<file path="config.mk">
export PLATFORM = sky130hd
export DESIGN_NAME = peg_prbs_byte_gen
export DESIGN_NICKNAME = d
export VERILOG_FILES = /design/src/rtl/peg_prbs_byte_gen.sv
export SDC_FILE = /design/constraint.sdc
export NUM_CORES = 1
export LEC_CHECK = 0
export ABC_AREA = 0
export CAP_MARGIN = 20
export CORE_MARGIN = 2
export CORE_UTILIZATION = 30
export DETAILED_ROUTE_END_ITERATION = 10
export PLACE_DENSITY = 0.57
export SYNTH_ARGS = -nofsm -noshare
export SYNTH_HDL_FRONTEND = slang
export SYNTH_SLANG_ARGS = --single-unit
</file>
<file path="constraint.sdc">
create_clock -name clk -period 3.2 [get_ports clk]
set_clock_uncertainty 0.2 [all_clocks]
set_input_delay 0.8 -clock clk [delete_from_list [all_inputs] [get_ports clk]]
set_output_delay 0.8 -clock clk [all_outputs]
set_load 0.01 [all_outputs]
</file>
<file path="src/rtl/peg_prbs_byte_gen.sv">
// Pseudo-random byte packet source: a 32-bit Fibonacci LFSR advanced 8 steps per byte,
// framed into packets of cfg_len bytes with a fixed idle gap and a ready/valid output.
module peg_prbs_byte_gen #(
    parameter int          LEN_W      = 16,
    parameter int          IFG_CYCLES = 4,
    parameter logic [31:0] DEF_SEED   = 32'h0000_0001
) (
    input  logic             clk,
    input  logic             rst,
    input  logic             cfg_seed_load,
    input  logic [31:0]      cfg_seed,
    input  logic             cfg_start,
    input  logic [LEN_W-1:0] cfg_len,
    output logic             busy,
    output logic             done,
    output logic [15:0]      pkt_cnt,
    output logic             out_valid,
    input  logic             out_ready,
    output logic [7:0]       out_data,
    output logic             out_sop,
    output logic             out_eop
);

    localparam int GAP_W = (IFG_CYCLES > 0) ? $clog2(IFG_CYCLES + 1) : 1;

    typedef enum logic [2:0] {
        ST_IDLE,
        ST_LOAD,
        ST_SEND,
        ST_GAP,
        ST_DONE
    } state_t;

    state_t             state_q, state_d;
    logic [31:0]        lfsr_q, lfsr_d;
    logic [LEN_W-1:0]   len_q, len_d;
    logic [LEN_W-1:0]   idx_q, idx_d;
    logic [GAP_W-1:0]   gap_q, gap_d;
    logic [15:0]        pkt_cnt_q, pkt_cnt_d;
    logic               out_valid_q, out_valid_d;
    logic [7:0]         out_data_q, out_data_d;
    logic               out_sop_q, out_sop_d;
    logic               out_eop_q, out_eop_d;

    logic [31:0]        lfsr_adv;
    logic               start_ok;
    logic               accept;
    logic [LEN_W-1:0]   idx_inc;

    function automatic logic [31:0] lfsr_adv8(input logic [31:0] s);
        logic [31:0] t;
        t = s;
        for (int i = 0; i < 8; i++) begin
            t = {t[30:0], t[31] ^ t[21] ^ t[1] ^ t[0]};
        end
        return t;
    endfunction

    assign lfsr_adv = lfsr_adv8(lfsr_q);
    // A seed load in the same cycle as a start wins; the start is dropped.
    assign start_ok = cfg_start && !cfg_seed_load && (cfg_len != '0);
    assign accept   = out_valid_q && out_ready;
    assign idx_inc  = idx_q + LEN_W'(1);

    always_ff @(posedge clk) begin
        if (rst) begin
            state_q <= ST_IDLE;
        end else begin
            state_q <= state_d;
        end
    end

    always_comb begin
        state_d = state_q;
        case (state_q)
            ST_IDLE: if (start_ok) state_d = ST_LOAD;
            ST_LOAD: state_d = ST_SEND;
            ST_SEND: begin
                if (accept && out_eop_q) begin
                    state_d = (IFG_CYCLES == 0) ? ST_DONE : ST_GAP;
                end
            end
            ST_GAP:  if (gap_q <= GAP_W'(1)) state_d = ST_DONE;
            ST_DONE: state_d = ST_IDLE;
            default: state_d = ST_IDLE;
        endcase
    end

    always_comb begin
        busy = (state_q != ST_IDLE);
        done = (state_q == ST_DONE);
    end

    always_comb begin
        lfsr_d      = lfsr_q;
        len_d       = len_q;
        idx_d       = idx_q;
        gap_d       = gap_q;
        pkt_cnt_d   = pkt_cnt_q;
        out_valid_d = out_valid_q;
        out_data_d  = out_data_q;
        out_sop_d   = out_sop_q;
        out_eop_d   = out_eop_q;
        case (state_q)
            ST_IDLE: begin
                if (cfg_seed_load) begin
                    lfsr_d = (cfg_seed == 32'd0) ? DEF_SEED : cfg_seed;
                end else if (start_ok) begin
                    len_d = cfg_len;
                    idx_d = '0;
                end
            end
            ST_LOAD: begin
                lfsr_d      = lfsr_adv;
                out_data_d  = lfsr_adv[7:0];
                out_valid_d = 1'b1;
                out_sop_d   = (idx_q == '0);
                out_eop_d   = (idx_q == len_q - LEN_W'(1));
            end
            ST_SEND: begin
                if (accept) begin
                    if (out_eop_q) begin
                        out_valid_d = 1'b0;
                        out_sop_d   = 1'b0;
                        out_eop_d   = 1'b0;
                        gap_d       = GAP_W'(IFG_CYCLES);
                    end else begin
                        // Present the next byte on the accepting edge for 1 byte/cycle.
                        idx_d      = idx_inc;
                        lfsr_d     = lfsr_adv;
                        out_data_d = lfsr_adv[7:0];
                        out_sop_d  = (idx_inc == '0);
                        out_eop_d  = (idx_inc == len_q - LEN_W'(1));
                    end
                end
            end
            ST_GAP:  gap_d = gap_q - GAP_W'(1);
            ST_DONE: pkt_cnt_d = pkt_cnt_q + 16'd1;
            default: ;
        endcase
    end

    always_ff @(posedge clk) begin
        if (rst) begin
            lfsr_q      <= DEF_SEED;
            len_q       <= '0;
            idx_q       <= '0;
            gap_q       <= '0;
            pkt_cnt_q   <= '0;
            out_valid_q <= 1'b0;
            out_data_q  <= '0;
            out_sop_q   <= 1'b0;
            out_eop_q   <= 1'b0;
        end else begin
            lfsr_q      <= lfsr_d;
            len_q       <= len_d;
            idx_q       <= idx_d;
            gap_q       <= gap_d;
            pkt_cnt_q   <= pkt_cnt_d;
            out_valid_q <= out_valid_d;
            out_data_q  <= out_data_d;
            out_sop_q   <= out_sop_d;
            out_eop_q   <= out_eop_d;
        end
    end

    assign pkt_cnt   = pkt_cnt_q;
    assign out_valid = out_valid_q;
    assign out_data  = out_data_q;
    assign out_sop   = out_sop_q;
    assign out_eop   = out_eop_q;

endmodule

</file>
==> summary.txt, run 1 <==
Cells and area
  – Final instance area: just under 7000 sq um
  – Share of cells above drive strength 1: around 5.3%
  – Fillcell total: 1842
  – Final Util: approximately 39%
  – ANT cells: 0
  – Nets: 785
  – Synthesis-to-finish area growth: 25.2%

Critical path
  – RR Startpoint: idx_q[0]
  – Critical path's slowest cell: clkdlybuf4s50_1
  – Max Fanout on Critical Path: 13
  – Max stage delay on crit path: approximately 0.59 ns
  – Arr. time, crit path: 1.88 ns
  – CP Launch Type: flop
  – Setup CP Type: flop to output port
  – R2r endpoint: out_eop
  – Reg2Reg Depth: 8
  – CP Cell Sequence: and2_1 > clkdlybuf4s50_1
  – Reg-to-reg slack, setup: 0.56 ns
  – CP Capture Type: output port
  – Worst EP required: about 2.2 ns

Synth
  – Ys Warns: 0
  – Netlist Area Pre-Place: approximately 5400 sq um
  – Post-synth EDFFs: 0
  – Xor/xnor cell area share of the yosys netlist: 15.3%
  – Top cell type's share of synthesized area: 36.2%
  – Synth Flop Type: dfxtp_1
  – Register bit total from synthesis: 97
  – Sequential share of the synthesized area: 36.2%
  – Asr flop ratio synth: 0%
  – Post-synth top cells: nor2_1, dfxtp_1, nand2_1
  – Synth Instances: ~660
  – Post-synth net total: 723
  – Synth area leaders: dfxtp_1, xnor2_1, nor2_1, xor2_1, nand2_1
  – Post-synthesis simple-gate area fraction: a little over a quarter
  – Avg Inst Size Synth: approximately 8.1 sq um
  – Synth Area in Adders: 1.40%
  – Cell taking the most area after synthesis: dfxtp_1
  – Post-synthesis mux area share: about 5%
  – Post-synth cell types: 50
  – Post-synthesis compound-gate area fraction: between 10% and 20%
  – Most frequent cell after synthesis: nor2_1
  – Largest family of logic cells by synthesized area: simple AND/OR/NAND/NOR gates

Placed design
  – PortBufs: 81
  – DP Area: ~6400 sq um
  – GP Congestion: 0.816
  – DP Wirelength: ~10000 microns

Global routing
  – Grt ovf: 0
  – Largest net degree at the start of global routing: slightly above 90
  – First-pass GRT wire length: between 20000 and 25000 microns
  – Grt met2 use: about a quarter
  – Global-route layer with the greatest usage: met2
  – Antenna violations before repair: 0
  – Vias in the first global route: roughly 4400
  – Gr usage total: between 10% and 20%
  – Met3 Use GR: around 3%
  – Met1 Resource Use GR: ~20%

Pwr
  – Pleak: between 2 and 3 nW
  – Cell area power density: approximately 540 nW/um^2
  – Worst IR Drop VDD: 290 uV

Routing
  – DRC viols: 0
  – Post-DRT Antenna Nets: 0
  – Vias per std cell: 4.88
  – Routed WL per cell: between 10 and 15 microns
  – Post-Route WL: 13700 microns
  – 1st-pass router iterations: 5
  – Number of DRC violations after detailed-routing iteration 0: about 330
  – DR vias: 4663

Clock tree
  – Cts hold-fix bufs: 0
  – Clk sinks: 97
  – Clk slew on worst S/H paths: ~0.07 ns
  – TritonCTS clock tree: built
  – TritonCTS Buffers: 9
  – Post_cts resized: 0
  – Setup bufs post-CTS: 0
  – Clk_lat worst skew: between 0.3 and 0.4 ns
  – CTS root buf: clkbuf_16
  – H-tree depth: 3
  – CTS Buffer Depth: 2

Timing
  – Worst-Margin Slew: 0.973 ns
  – Hold Vio Cnt, Final: 0
  – Worst slew margin: a little over a third
  – TNS Setup: 0 ns
  – Final Max Slew Viols: 0
  – RSZ-0062 raised after global routing: no
  – Final Setup Violations: 0
  – Final Cycle Share: around 90%
  – Max Freq: between 300 and 400 MHz
  – Final worst path period need: between 2 and 3 ns

Worst hold path
  – Hold-critical path depth: 2
  – Hold Crit Start: lfsr_q[0]
  – Hold endpoint: lfsr_q[8]
  – Type of the most critical hold path: flop to flop

Floorplanning
  – Std cell rows: between 40 and 50
  – Core box area: around 17000 sq um
  – Chip height: roughly 140 microns
  – Area of the die: between 15000 and 20000 sq um
  – Die X: 138 microns
  – IO Pins: 82
  – Initial Util: just over 30%

Run status
  – Status: finished, final reports clean

Flow run
  – Maxcap violations: 0
[worst max-delay path, delay by kind of cell, from the launching register on]
kind | cells | cell delay [ns]
AND/OR/NAND/NOR | 1 | 0.35
buffers and inverters | 1 | 0.59
flip-flops | 1 | 0.58
[logic make-up (layout without fill, tap and decap cells)]
kind of cell	Yosys count	in the layout
DFF	97	97
adders and majority gates	6	6
muxes	27	27
buffers and inverters	56	123
and+or+nand+nor	299	299
AOI/OAI and AO/OA	89	89
xor gates and xnor gates	90	90
[flip-flops by register name, indices dropped and copies added, names as in the netlist, 3 cells and up]
| signal | flops |
|---|---|
| state_q | 3 |
| pkt_cnt | 16 |
| out_data | 8 |
| len_q | 16 |
| idx_q | 16 |
| lfsr_q | 32 |
| gap_q | 3 |
[how the worst max path moves through the flow]
stage	from	to	slack (ns)	cells after the start
after floorplan	cfg_len[0]	len_q[10]	0.71	7
after global placement	cfg_len[0]	idx_q[5]	0.23	8
after detailed placement	cfg_len[5]	idx_q[11]	0.16	8
after CTS	state_q[2]	done	0.30	2
after global routing	state_q[2]	done	0.22	2
final	state_q[2]	done	0.32	2
[cell type report]
cell class	count	area, sq um	area share (%)
Multi-Input combinational cell	511	3220	47.9
Clock buffer	11	243	3.61
Clock inverter	5	61.3	0.912
Timing Repair Buffer	94	928	13.8
Sequential cell	97	1940	28.9
Tap cell	225	282	4.19
Inverter	13	48.8	0.726
[cells in the final DEF (no fill, tap or decap), drive strengths merged, types with 4 or more instances in the layout]
| cell | netlist | routed |
|---|---|---|
| a21oi | 21 | 21 |
| inv | 13 | 16 |
| nand2 | 77 | 77 |
| nor2b | 4 | 4 |
| xor2 | 38 | 38 |
| mux2i | 27 | 27 |
| nor2 | 114 | 114 |
| o21ai | 20 | 20 |
| nand3 | 22 | 22 |
| nor4 | 25 | 25 |
| xnor2 | 50 | 50 |
| nand4 | 10 | 10 |
| and3 | 5 | 5 |
| nand2b | 6 | 6 |
| buf | 6 | 14 |
| clkbuf | 37 | 11 |
| nand3b | 5 | 5 |
| clkdlybuf4s50 | 0 | 80 |
| or3 | 6 | 6 |
| a311oi | 26 | 26 |
| dfxtp | 97 | 97 |
| ha | 6 | 6 |
| nor3 | 11 | 11 |
[per-stage QoR]
stage	std cells	power, mW	setup slack (ns)	hold slack, ns
2_1_floorplan	664	2.17	0.711	0.252
3_3_place_gp	940	2.57	0.235	0.263
3_5_place_dp	940	2.57	0.162	0.271
4_1_cts	956	3.71	0.299	0.283
5_1_grt	956	3.86	0.217	0.303
6_report	956	3.66	0.323	0.274
[where the power goes]
group / total [mW] / internal [mW] / switching (mW)
clock network: 1.13 / 0.636 / 0.491
logic: 1.14 / 0.510 / 0.626
registers: 1.40 / 1.31 / 0.0833
[per-layer routing]
layer	vias to the layer above	share of wire (%)	wire length [microns]
li1	2426	-	-
met1	2159	48	6610
met2	66	47	6450
met3	12	3.4	472
met4	0	1.2	161
met5	-	0	0
Note: power is estimated with default switching activity, not from simulation.
==> run 2: changes to the inputs <==
--- a/config.mk
+++ b/config.mk
@@ -10,7 +10,8 @@
 export CORE_MARGIN = 2
 export CORE_UTILIZATION = 30
 export DETAILED_ROUTE_END_ITERATION = 10
-export PLACE_DENSITY = 0.57
+export DONT_BUFFER_PORTS = 1
+export PLACE_DENSITY = 0.52
 export SYNTH_ARGS = -nofsm -noshare
 export SYNTH_HDL_FRONTEND = slang
 export SYNTH_SLANG_ARGS = --single-unit
==> summary.txt, run 2 (synthesized netlist as in run 1, its figures left out) <==
Worst hold path
  – Type of the most critical hold path: flop to flop

Cells and area
  – ANT cells: 0 (unchanged)
  – Multi-input logic area: 3220 sq um (unchanged)
  – Final Util: 33.8% (-4.8 points)
  – Most frequent cells in the layout: nor2_1, dfxtp_1, nand2_1
  – Biggest register: lfsr_q
  – Synthesis-to-finish area growth: 9.58%
  – Final instance area: 5880 sq um (-12%)
  – Commonest non-fill, non-tap cell in the layout: nor2_1
  – Share of cells above drive strength 1: 5.41% (+0.074 points)
  – Fillcell total: 1845 (+0.16%)
  – Max reg flops: 32 (unchanged)
  – Reg area: 1940 sq um (unchanged)
  – Nets: 701 (-11%)

Critical path
  – Largest delay share family, worst path: simple AND/OR/NAND/NOR gates
  – Worst EP required: 3.30 ns (+1.10 ns)
  – CP Launch Type: flop
  – Setup CP Type: flop to flop
  – Crit-path most repeated cell: xnor2_1
  – Max stage delay on crit path: 0.54 ns (-0.05 ns)
  – Arr. time, crit path: 2.71 ns (+0.83 ns)
  – Critical path's slowest cell: or4_1
  – CP Cell Sequence: inv_1 > ha_1 > nor3b_2 > xnor2_1 > xnor2_1 > nand4_1 > or4_1 > nor4_2 > a31o_1
  – CP Capture Type: flop
  – Max Fanout on Critical Path: 5 (-8)
  – CP bufs+invs: 1 (unchanged)

Clock tree
  – Clk slew on worst S/H paths: 0.07 ns (about the same)
  – CTS root buf: clkbuf_16
  – Setup bufs post-CTS: 0 (unchanged)
  – TritonCTS clock tree: built
  – H-tree depth: 3 (unchanged)
  – Post_cts resized: 0 (unchanged)
  – Cts hold-fix bufs: 0 (unchanged)
  – Clk_lat worst skew: 0.35 ns (about the same)
  – CTS Buffer Depth: 2 (unchanged)
  – TritonCTS Buffers: 9 (unchanged)
  – Clk sinks: 97 (unchanged)

Run status
  – Status: finished, final reports clean

Floorplanning
  – IO Pins: 82 (unchanged)
  – Initial Util: 30.8% (unchanged)
  – Area of the die: 19000 sq um (unchanged)
  – Die X: 138 microns (unchanged)
  – Std cell rows: 48 (unchanged)
  – Core box area: 17400 sq um (unchanged)
  – Chip height: 138 microns (unchanged)

Placed design
  – DP Wirelength: 10200 microns (+1.8%)
  – PortBufs: 0 (-100%)
  – GP Congestion: 0.930 (+14%)
  – Pre-CTS setup slack: 0.607 ns (+0.445 ns)
  – DP Area: 5580 sq um (-13%)

Pwr
  – Cell area power density: 597 nW/um^2 (+9.7%)
  – Worst IR Drop VDD: 231 uV (-20%)
  – Pleak: 2.20 nW (-13%)

Global routing
  – First-pass GRT wire length: 22500 microns (about the same)
  – Gr usage total: 15.1% (+0.14 points)
  – Largest net degree at the start of global routing: 95 (+2.2%)
  – Antenna violations before repair: 0 (unchanged)
  – Vias in the first global route: 4444 (+1.6%)
  – Grt ovf: 0 (unchanged)

Flow run
  – Maxcap violations: 0 (unchanged)

Timing
  – Final hold slack: 0.270 ns (-0.00348 ns)
  – Worst Slack Setup Final: 0.590 ns (+0.267 ns)
  – Hold Vio Cnt, Final: 0 (unchanged)
  – Max Freq: 383 MHz (+10%)
  – TNS Setup: 0 ns (unchanged)
  – Final Setup Violations: 0 (unchanged)
  – Worst slew margin: 48.9% (+14 points)
  – Worst-Margin Slew: 0.766 ns (-0.207 ns)
  – Final Max Slew Viols: 0 (unchanged)
  – Final worst path period need: 2.61 ns (-0.267 ns)
  – Final Cycle Share: 81.6% (-8.3 points)
  – RSZ-0062 raised after global routing: no

Routing
  – DRC viols: 0 (unchanged)
  – DR vias: 4573 (-1.9%)
  – Vias per std cell: 5.24 (+7.5%)
  – Routed WL per cell: 15.9 microns (+11%)
  – Post-Route WL: 13900 microns (+1.4%)
  – 1st-pass router iterations: 4 (-1)
  – Number of DRC violations after detailed-routing iteration 0: 280 (-16%)
  – Post-DRT Antenna Nets: 0 (unchanged)
-- run 2: changes by cell type in the layout (fill, tap and decap cells not counted) --
cell,change
clkinv_4,+2
inv_6,-2
clkinvlp_4,+1
clkdlybuf4s50_1,-80
buf_4,-2
buf_12,-1
clkinv_2,-1
buf_2,-1
-- run 2: worst reg2reg max path, stage by stage, from the launching register on --
cell     delay, ns
dfxtp_1       0.42
inv_1         0.07
ha_1          0.21
nor3b_2       0.20
xnor2_1       0.31
xnor2_1       0.17
nand4_1       0.11
or4_1         0.54
nor4_2        0.17
a31o_1        0.17
-- run 2: final timing paths --
| check | cells past startpoint | endpoint | startpoint | slack (ns) |
|---|---|---|---|---|
| worst min register to register | 2 | lfsr_q[15] | lfsr_q[7] | 0.27 |
| worst max register to register | 9 | out_eop | len_q[0] | 0.59 |
| worst max-delay path | 9 | out_eop | len_q[0] | 0.59 |
| worst min-delay path | 2 | lfsr_q[15] | lfsr_q[7] | 0.27 |
-- run 2: area by class of cell --
| class | instances | area share, % |
|---|---|---|
| clock buffers | 11 | 4.13 |
| flip-flops and latches | 97 | 33.0 |
| inverters | 13 | 0.829 |
| repair buffers | 10 | 1.49 |
| clock inverters | 5 | 1.08 |
| multi-input cells | 511 | 54.7 |
| well taps | 225 | 4.78 |
-- run 2: per-stage QoR --
| stage | power, mW | instances |
|---|---|---|
| after floorplan | 2.17 | 664 |
| after global placement | 2.41 | 856 |
| after detailed placement | 2.42 | 856 |
| after CTS | 3.56 | 872 |
| after global routing | 3.72 | 872 |
| final | 3.51 | 872 |
-- run 2: power breakdown --
group | leakage (nW) | internal, mW | switching [mW]
Clock | 0.146 | 0.634 | 0.490
Combinational | 1.26 | 0.411 | 0.556
Sequential | 0.792 | 1.31 | 0.108
Total | 2.20 | 2.36 | 1.15
-- run 2: routing by layer --
| metal | wire, microns | global-route usage [%] | up-vias |
|---|---|---|---|
| met5 | 0 | 0 | - |
| met4 | 203 | 5.95 | 0 |
| met3 | 636 | 2.80 | 13 |
| met2 | 6750 | 26.1 | 93 |
| met1 | 6290 | 18.6 | 2202 |
| li1 | - | - | 2265 |
==> run 3: changes to the inputs <==
--- a/config.mk
+++ b/config.mk
@@ -11,7 +11,7 @@
 export CORE_UTILIZATION = 30
 export DETAILED_ROUTE_END_ITERATION = 10
 export DONT_BUFFER_PORTS = 1
-export PLACE_DENSITY = 0.52
+export PLACE_DENSITY = 0.53
 export SYNTH_ARGS = -nofsm -noshare
 export SYNTH_HDL_FRONTEND = slang
 export SYNTH_SLANG_ARGS = --single-unit
==> constraint.sdc (replaced) <==
create_clock -name clk -period 2.4 [get_ports clk]
set_clock_uncertainty 0.2 [all_clocks]
set_input_delay 0.6 -clock clk [delete_from_list [all_inputs] [get_ports clk]]
set_output_delay 0.6 -clock clk [all_outputs]
set_load 0.01 [all_outputs]
==> summary.txt, run 3 (synthesized netlist as in run 1, its figures left out) <==
Cells and area
  – Most frequent cells in the layout: nor2_1, dfxtp_1, nand2_1
  – Max reg flops: 32 (unchanged)
  – Biggest register: lfsr_q
  – Synthesis-to-finish area growth: 17.9%
  – Share of cells above drive strength 1: 14.3% (+8.9 points)
  – Commonest non-fill, non-tap cell in the layout: nor2_1
  – Fillcell total: 1808 (-2.0%)
  – Final Util: 36.4% (+2.6 points)
  – ANT cells: 0 (unchanged)
  – Nets: 744 (+6.1%)

Critical path
  – Critical path depth in cells: 7 (-2)
  – CP Cell Sequence: nand3_2 > nor4_4 > xnor2_2 > xor2_1 > or4_4 > nor4_4 > a31o_1
  – Critical path's slowest cell: or4_4
  – CP bufs+invs: 0 (-1)
  – CP Launch Type: flop
  – Arr. time, crit path: 2.52 ns (-0.19 ns)
  – Largest delay share family, worst path: simple AND/OR/NAND/NOR gates
  – CP Capture Type: flop
  – Max stage delay on crit path: 0.56 ns (+0.02 ns)
  – Crit-path most repeated cell: nor4_4
  – Max Fanout on Critical Path: 5 (unchanged)
  – Reg2Reg Depth: 7 (-2)
  – Worst EP required: 2.50 ns (-0.80 ns)
  – Setup CP Type: flop to flop

Floorplanning
  – Area of the die: 19000 sq um (unchanged)
  – Chip height: 138 microns (unchanged)
  – Initial Util: 30.8% (unchanged)
  – Std cell rows: 48 (unchanged)
  – IO Pins: 82 (unchanged)
  – Die X: 138 microns (unchanged)
  – Core box area: 17400 sq um (unchanged)

Global routing
  – Grt ovf: 0 (unchanged)
  – First-pass GRT wire length: 24200 microns (+7.6%)
  – Vias in the first global route: 4835 (+8.8%)
  – Largest net degree at the start of global routing: 95 (unchanged)
  – Antenna violations before repair: 0 (unchanged)
  – Gr usage total: 16.3% (+1.2 points)

Routing
  – Vias per std cell: 5.19 (-1.1%)
  – Post-Route WL: 14700 microns (+6.2%)
  – DRC viols: 0 (unchanged)
  – DR vias: 4745 (+3.8%)
  – Post-DRT Antenna Nets: 0 (unchanged)
  – Routed WL per cell: 16.1 microns (+1.2%)
  – 1st-pass router iterations: 4 (unchanged)
  – Number of DRC violations after detailed-routing iteration 0: 344 (+23%)

Clock tree
  – Clk_lat worst skew: 0.36 ns (about the same)
  – Clk slew on worst S/H paths: 0.07 ns (about the same)
  – TritonCTS Buffers: 9 (unchanged)
  – H-tree depth: 3 (unchanged)
  – CTS Buffer Depth: 2 (unchanged)
  – TritonCTS clock tree: built
  – CTS root buf: clkbuf_16
  – Clk sinks: 97 (unchanged)

Placed design
  – Pre-CTS setup slack: -0.0158 ns (-0.623 ns)
  – GP Congestion: 0.894 (-4.0%)
  – DP Wirelength: 10900 microns (+6.4%)
  – PortBufs: 0 (unchanged)

Pwr
  – Int Pwr: 3.18 mW (+35%)
  – Cell area power density: 762 nW/um^2 (+28%)
  – Comb pwr share: 31.4% (+3.9 points)
  – Clock Power Share: 29.7% (-2.3 points)
  – Worst IR Drop VDD: 389 uV (+68%)
  – Net Sw Frac: 34.0% (+1.2 points)
  – Pleak: 2.47 nW (+12%)
  – Sequential Power Share: 38.9% (-1.6 points)
  – Sw power: 1.64 mW (+42%)

Run status
  – Failing checks: setup timing
  – Status: complete, but fails checks

Worst hold path
  – Hold-critical path depth: 1 (-1)
  – Type of the most critical hold path: primary input to flop

Timing
  – Max Freq: 414 MHz (+8.1%)
  – Final Setup Violations: 1 (+1)
  – Worst slew margin: 62.5% (+14 points)
  – Final Max Slew Viols: 0 (unchanged)
  – Worst-Margin Slew: 0.561 ns (-0.205 ns)
  – RSZ-0062 raised after global routing: yes
  – Final worst path period need: 2.41 ns (-0.197 ns)
  – TNS Setup: -0.0134 ns (-0.0134 ns)
  – Worst Slack Setup Final: -0.0134 ns (-0.603 ns)
  – Final Cycle Share: 101% (+19 points)
  – Hold Vio Cnt, Final: 0 (unchanged)
  – Final hold slack: 0.113 ns (-0.158 ns)

Flow run
  – Maxcap violations: 0 (unchanged)
==> run 3: changes by cell type in the layout (fill, tap and decap cells not counted), moves of 3 or more <==
cell and delta:
buf_4 +42, nor4_2 -3, xnor2_1 -3, dfxtp_4 +4, dfxtp_1 -5, inv_2 +4, xnor2_2 +3, ha_1 -3
nor4_4 +3, inv_1 -4
==> run 3: through the flow <==
stage,instances,instance area (sq um),power [mW]
global route,915,6330,5.12
CTS,911,6190,4.81
global placement,895,5880,3.34
finish,915,6330,4.83
floorplan,664,5370,2.89
detailed placement,895,5880,3.36
==> run 3: final cells by class <==
class / instances / area, sq um / share of cell area, %
sequential: 97 / 1960 / 30.9
inverter: 13 / 48.8 / 0.771
tap: 225 / 282 / 4.45
multi-input combinational: 511 / 3330 / 52.6
clock inverter: 6 / 62.6 / 0.988
timing repair buffer: 53 / 423 / 6.68
clock buffer: 10 / 229 / 3.62
==> run 3: layer usage <==
metal  global-route usage [%]  wire length [microns]  vias to the layer above
li1                         -                      -                     2346
met1                     19.9                   6480                     2273
met2                     27.7                   7190                      107
met3                     3.53                    780                       19
met4                     6.86                    291                        0
met5                        0                      0                        -
==> run 3: final timing paths <==
| kind | endpoint | slack (ns) | startpoint |
|---|---|---|---|
| worst max-delay path | out_eop | -0.01 | idx_q[3] |
| worst min-delay path | len_q[4] | 0.11 | rst |
| worst max register to register | out_eop | -0.01 | idx_q[3] |
| worst min register to register | lfsr_q[13] | 0.28 | lfsr_q[5] |
==> run 3: repair_timing <==
| item | CTS | global route |
|---|---|---|
| pin swaps | 1 | 12 |
| resized for setup | 4 | 25 |
| buffers inserted | 0 | 4 |
| hold buffers | 0 | 0 |
| setup endpoints to repair | 1 | 6 |
==> run 3: power by group through the flow <==
stage	combinational (mW)	clock (mW)	sequential, mW
2_1_floorplan	1.01	0	1.88
3_3_place_gp	1.42	0	1.92
3_5_place_dp	1.44	0	1.92
4_1_cts	1.45	1.48	1.89
5_1_grt	1.67	1.54	1.90
6_report	1.51	1.43	1.88
